===== config.mk =====
export PLATFORM = sky130hd
export DESIGN_NAME = instr_prefetch
export DESIGN_NICKNAME = d
export VERILOG_FILES = /design/src/rtl/instr_prefetch.sv
export SDC_FILE = /design/constraint.sdc
export NUM_CORES = 1
export LEC_CHECK = 0
export ABC_AREA = 1
export CORE_MARGIN = 2
export CORE_UTILIZATION = 40
export DETAILED_ROUTE_END_ITERATION = 6
export HOLD_SLACK_MARGIN = 0.02
export PLACE_DENSITY_LB_ADDON = 0.2
export SLEW_MARGIN = 20
export SYNTH_ARGS = -nofsm -noshare
export SYNTH_HDL_FRONTEND = slang
export SYNTH_SLANG_ARGS = --single-unit

===== constraint.sdc =====
create_clock -name clk -period 2.5 [get_ports clk]
set_input_delay 0.5 -clock clk [delete_from_list [all_inputs] [get_ports clk]]
set_output_delay 0.5 -clock clk [all_outputs]
set_load 0.02 [all_outputs]

===== src/rtl/instr_prefetch.sv =====
// Instruction prefetch: two-word fetch (instr @pc, imm @pc+1) into a small FIFO for decode.
// Optional PREFETCH_STATS_EN adds stat_fetched / stat_flushed counters.
module instr_prefetch #(
  parameter int              WORD     = 16,
  parameter int              DEPTH    = 4,
  parameter logic [WORD-1:0] RESET_PC = '0
) (
  input  logic            clk,
  input  logic            rst_n,
  output logic            mem_req,
  output logic [WORD-1:0] mem_addr,
  input  logic            mem_ack,
  input  logic [WORD-1:0] mem_rdata,
  input  logic            redirect,
  input  logic [WORD-1:0] redirect_addr,
  output logic            out_valid,
  input  logic            out_ready,
  output logic [WORD-1:0] out_pc,
  output logic [WORD-1:0] out_instr,
  output logic [WORD-1:0] out_imm,
`ifdef PREFETCH_STATS_EN
  output logic [WORD-1:0] stat_fetched,
  output logic [WORD-1:0] stat_flushed,
`endif
  output logic            full
);
  localparam int AW = $clog2(DEPTH);
  localparam logic [AW:0] FULL_CNT = (AW+1)'(DEPTH);

  typedef enum logic [1:0] {S_INSTR, S_IMM, S_WAIT} state_t;
  typedef struct packed {
    logic [WORD-1:0] pc;
    logic [WORD-1:0] instr;
    logic [WORD-1:0] imm;
  } entry_t;

  state_t          state, state_nx;
  logic            run;
  logic [WORD-1:0] fetch_pc, fetch_pc_nx;
  logic [WORD-1:0] redir_pc, redir_pc_nx;
  logic [WORD-1:0] instr_q;
  logic            discard, discard_nx;
  logic            push, pop, flush, latch_instr, ack_ok;

  entry_t          fifo [DEPTH];
  logic [AW-1:0]   wr_ptr, rd_ptr;
  logic [AW:0]     count;
  entry_t          head;

  // run holds mem_req low for the first cycle after reset release
  assign mem_req   = run & ((state == S_INSTR) | (state == S_IMM));
  assign mem_addr  = (state == S_IMM) ? fetch_pc + WORD'(1) : fetch_pc;
  assign ack_ok    = mem_req & mem_ack;
  assign out_valid = (count != '0);
  assign full      = (count == FULL_CNT);
  assign pop       = out_valid & out_ready;
  assign head      = fifo[rd_ptr];
  assign out_pc    = head.pc;
  assign out_instr = head.instr;
  assign out_imm   = head.imm;

  always_comb begin
    state_nx    = state;
    fetch_pc_nx = fetch_pc;
    redir_pc_nx = redir_pc;
    discard_nx  = discard;
    push        = 1'b0;
    latch_instr = 1'b0;
    flush       = redirect;
    if (discard) begin
      // abandoned request still in flight: hold bus until its ack, then drop the data
      if (redirect) redir_pc_nx = redirect_addr;
      if (ack_ok) begin
        discard_nx  = 1'b0;
        fetch_pc_nx = redirect ? redirect_addr : redir_pc;
        state_nx    = S_INSTR;
      end
    end else if (redirect) begin
      if (mem_req && !mem_ack) begin
        discard_nx  = 1'b1;
        redir_pc_nx = redirect_addr;
      end else begin
        fetch_pc_nx = redirect_addr;
        state_nx    = S_INSTR;
      end
    end else begin
      case (state)
        S_INSTR: if (ack_ok) begin
          latch_instr = 1'b1;
          state_nx    = S_IMM;
        end
        S_IMM: if (ack_ok) begin
          push        = 1'b1;
          fetch_pc_nx = fetch_pc + WORD'(2);
          state_nx    = ((count - (AW+1)'(pop)) == FULL_CNT - 1'b1) ? S_WAIT : S_INSTR;
        end
        S_WAIT: if (pop) state_nx = S_INSTR;
        default: state_nx = S_INSTR;
      endcase
    end
  end

  always_ff @(posedge clk or negedge rst_n) begin
    if (!rst_n) begin
      state    <= S_INSTR;
      run      <= 1'b0;
      fetch_pc <= RESET_PC;
      redir_pc <= '0;
      instr_q  <= '0;
      discard  <= 1'b0;
    end else begin
      state    <= state_nx;
      run      <= 1'b1;
      fetch_pc <= fetch_pc_nx;
      redir_pc <= redir_pc_nx;
      discard  <= discard_nx;
      if (latch_instr) instr_q <= mem_rdata;
    end
  end

  always_ff @(posedge clk or negedge rst_n) begin
    if (!rst_n) begin
      for (int i = 0; i < DEPTH; i++) fifo[i] <= '0;
      wr_ptr <= '0;
      rd_ptr <= '0;
      count  <= '0;
    end else if (flush) begin
      wr_ptr <= '0;
      rd_ptr <= '0;
      count  <= '0;
    end else begin
      if (push) begin
        fifo[wr_ptr] <= '{pc: fetch_pc, instr: instr_q, imm: mem_rdata};
        wr_ptr       <= wr_ptr + 1'b1;
      end
      if (pop) rd_ptr <= rd_ptr + 1'b1;
      count <= count + (AW+1)'(push) - (AW+1)'(pop);
    end
  end

`ifdef PREFETCH_STATS_EN
  logic [AW:0]   flush_cnt;
  logic [WORD:0] fetched_sum, flushed_sum;

  assign flush_cnt   = redirect ? (count - (AW+1)'(pop)) : '0;
  assign fetched_sum = {1'b0, stat_fetched} + (WORD+1)'(push);
  assign flushed_sum = {1'b0, stat_flushed} + (WORD+1)'(flush_cnt) + (WORD+1)'(discard & ack_ok);

  always_ff @(posedge clk or negedge rst_n) begin
    if (!rst_n) begin
      stat_fetched <= '0;
      stat_flushed <= '0;
    end else begin
      stat_fetched <= fetched_sum[WORD] ? '1 : fetched_sum[WORD-1:0];
      stat_flushed <= flushed_sum[WORD] ? '1 : flushed_sum[WORD-1:0];
      if (redirect) $display("instr_prefetch: redirect to %h, %0d entries flushed", redirect_addr, flush_cnt);
    end
  end
`endif

endmodule

==> summary by stage <==
Status
The flow ran to the end, but the final reports show violations. The checks that failed: setup timing.

Yosys
During synthesis, Yosys emitted a total of 0 warnings. Summing the sequential cell areas from Yosys gives 53.9% of the chip area. The synthesized design contains 0 enable-type register cells.

The synthesized netlist contains 35 unique library cells. Counting flops with an async set or reset pin after synthesis yields a share of 100%. The net count of the mapped netlist is 1,422. The average cell area after synthesis is 8.48 um2. In the synthesized netlist, the number of instances is 1,374. In this run the biggest area consumer among cell types represents 53.9% of the synthesized area.

The commonest cells after synthesis are 312 x nand2_1, 251 x dfrtp_1, 173 x o21ai_0. After synthesis, the cell types taking the most area are dfrtp_1 54%, nand2_1 10%, o21ai_0 7.4%. The largest total area in the synthesized netlist belongs to dfrtp_1. The most used standard cell by instance count after synthesis is nand2_1. The area of the mapped netlist is 11,700 um2. The predominant post-synthesis flop cell is dfrtp_1. Synthesis inferred 251 register bits.

Pwr
The leakage power of the design is 6.98 nW. The largest vdd supply drop is 0.000524 V. The part of the total power dissipated in sequential elements is 33.8%. The clock share of power is 30.2%.

For this design the ratio of total power to cell area is 995 nW/um2. Combinational logic burns 36.0% of the power. The cell-internal power is 0.00933 W. The analysis attributes to net switching a power of 0.00524 W. Overall power consumption after layout is estimated at 0.0146 W. Net switching is 36.0% of the power.

GRT
The first-pass GRT wire length is 53,500 um. The number of antenna violations at the first check in global routing is 0. The maximum number of pins on one net before global-route repair is 68. The residual overflow from global routing is 0. The global routing usage summed across all routing layers is 21.8%. The via count of the first global-routing pass is 9,738.

Setup path
The critical path starts at fetch_pc[1]. The signal on the critical path passes through ha_4, nand3_4, nor2_4, buf_4, buf_6, xor2_2, mux2i_1, buf_2. Of all nets on the critical path, the largest fanout is 3. The count of cells along the worst register-to-register path is 10. The kind of launch point of the worst setup path is a register. The setup path with the least slack is of type reg -> out. STA classifies the critical path endpoint as a primary output. The largest single stage delay on the critical path is 0.44 ns. Among all stages on the critical path, the largest delay is contributed by dfrtp_1. The slack of the worst reg-to-reg path is 0.35 ns. The startpoint identified for the worst register-to-register timing path is count[1]. The data required time at the worst endpoint is 2.00 ns. The gate family responsible for the most delay along the worst path is buffers and inverters. The sum of buffers and inverters on the critical path is 3. The arrival time of the worst setup path is 2.11 ns. The endpoint of the worst register-to-register path is count[2].

Placed design
The global placement routability congestion is 0.874. The detailed placement HPWL is 20,500 um. Buffers placed on the I/O ports in this run total 103.

The number of placed instances, taps included, is 1,839.

Timing
The timing-limited maximum frequency is 383 MHz. Headroom to the max-slew limit came out at 50.4%. In the finished design, the share of the clock period the worst path needs comes to 104%. The maximum clock skew at final layout is 0.0195 ns. Once routing completed, OpenROAD measured the worst setup slack at -0.112 ns. At the pin with the least slew margin, the transition time is 0.742 ns. The final period demand of the worst path is 2.61 ns. Setup violations remaining at the end of the flow were counted as 6.

Setup repair after global routing could not meet its margin everywhere. The final number of max-transition violations was 0. The number of hold-slack violations in the final timing report is 0.

Final layout
In the final layout, the share of cells above drive strength 1 is 15.8%. The number of antenna repair diodes is 0. Once layout is complete, the utilization of the core stands at 51.0%.

The final cell count without fillers is 1,909. After the last flow step, the layout net total stands at 1,552. The growth of design area from synthesis to finish is 25.7%.

Routing
The final layout contains routed wiring with a total length of 33,100 um. The post-route DRC violation count is 0. Detailed routing inserted a total of 9,958 vias.

In the final routed layout, each cell accounts on average for 17.3 um. After detailed routing, the number of vias per cell comes to 5.22. The number of violations reported at the end of detailed-routing iteration 0 is 742. In this run the remaining antenna-violating nets after routing total 0. The count of TritonRoute iterations in the first routing pass is 5.

Hold path
The path class of the tightest hold or removal check is reg -> reg. The worst hold path was traced through 2 stages. In this run the most critical hold path is launched from fifo[93]. The end of the worst hold path is fifo[93].

Floorplanning
The site row count is 62. The number of top-level pins is 104. The initial standard-cell utilization of the core is 40.6%. From bottom edge to top edge, the die measures 175 um. The die covers 30,500 um2. In this run the horizontal extent of the chip is 175 um.

The area of the core region is 28,700 um2.

Clocking
After clock tree synthesis, the clock-pin slew on the worst setup and hold paths is 0.06 ns. The number of sinks on the clock net is 251. The clock reaches the later pin of the worst-skew pair after 0.55 ns.

The clock tree root buffer cell is clkbuf_16. The number of H-tree levels is 1. No sink is reached through more buffers than the 3 on the longest clock path. The CTS tree is done.

The number of buffers inserted during clock tree synthesis is 28.

Flow run
Across the run, the number of max-cap violations was 0.
state kept, by name, indices dropped and copies added (netlist names):
name      cells
fetch_pc     16
wr_ptr        2
rd_ptr        2
instr_q      16
discard       1
state         2
count         3
run           1
redir_pc     16
fifo        192
logic make-up (layout without fill, tap and decap cells):
| logic type | Yosys count | in the layout | share of synthesized area [%] |
|---|---|---|---|
| AND/OR/NAND/NOR | 488 | 488 | 16.8 |
| buffers and inverters | 177 | 328 | 7.37 |
| AO/OA/AOI/OAI | 428 | 428 | 19.3 |
| adder cells (fa/ha/maj) | 11 | 11 | 1.25 |
| other | 1 | 1 | 0.0322 |
| XOR/XNOR | 15 | 15 | 1.13 |
| multiplexers | 3 | 3 | 0.258 |
| flip-flops | 251 | 251 | 53.9 |
stage by stage:
| stage | instance area [um2] | setup TNS (ns) | setup slack, ns | hold slack (ns) |
|---|---|---|---|---|
| after floorplan | 11700 | 0 | 0.377 | 0.204 |
| after global placement | 13400 | -0.179 | -0.0902 | 0.462 |
| after detailed placement | 13400 | -0.301 | -0.102 | 0.469 |
| after CTS | 14700 | -0.250 | -0.0845 | 0.483 |
| after global routing | 14600 | -1.12 | -0.233 | 0.499 |
| final | 14600 | -0.213 | -0.112 | 0.480 |
worst max-delay path by stage:
stage                               to  slack, ns  cells past startpoint
final                      mem_addr[7]      -0.11                      8
after global routing       mem_addr[7]      -0.23                      8
after CTS                 mem_addr[13]      -0.08                      8
after detailed placement  mem_addr[13]      -0.10                      8
after global placement    mem_addr[11]      -0.09                      9
after floorplan               count[2]       0.38                     10
worst min-delay path: stages, from the launching register on:
cell and delay (ns):
dfrtp_1 0.34, nand2_1 0.05, o21ai_0 0.06
repair_timing:
| action | in CTS | in global routing |
|---|---|---|
| buffers inserted | 6 | 7 |
| pin swaps | 3 | 12 |
| endpoints found under the hold margin | 54 | 0 |
| gates cloned | 4 | 1 |
| hold buffers | 1 | 0 |
| gates resized for setup | 245 | 68 |
| endpoints found under the setup margin | 64 | 49 |
area by class of cell:
type | count | area, um2
clock buffer | 43 | 848
tap | 384 | 480
sequential | 251 | 6280
fill | 2764 | 14100
multi-input combinational | 946 | 4710
timing repair buffer | 185 | 1830
clock inverter | 8 | 140
inverter | 92 | 355
power groups by stage:
stage,clock (W),sequential [W],combinational (W)
floorplan,0,0.00491,0.00286
global placement,0,0.00495,0.00523
detailed placement,0,0.00497,0.00524
CTS,0.00448,0.00491,0.00535
global route,0.00466,0.00498,0.00577
finish,0.00440,0.00492,0.00524
routing by layer:
| layer | vias to the layer above | GRT usage, % | part of all wire, % |
|---|---|---|---|
| met4 | 0 | 4.90 | 2.2 |
| li1 | 4823 | - | - |
| met1 | 4820 | 30.7 | 46 |
| met5 | - | 0 | 0 |
| met2 | 262 | 36.2 | 47 |
| met3 | 53 | 2.57 | 4.5 |
placed cells by master, fill, tap and decap left out, drive strengths merged, types with 10 or more instances in the layout:
cell           synthesis  final
a21oi                 25     25
buf                   51    122
clkbuf                34     52
clkdlybuf4s15          0     11
clkdlybuf4s50          0     37
dfrtp                251    251
ha                    10     10
inv                   91     92
nand2                318    318
nand3                 27     27
nor2                 134    134
o21ai                338    338
o22ai                 50     50
xor2                  13     13
No activity file was read; power rests on OpenSTA's default activity.
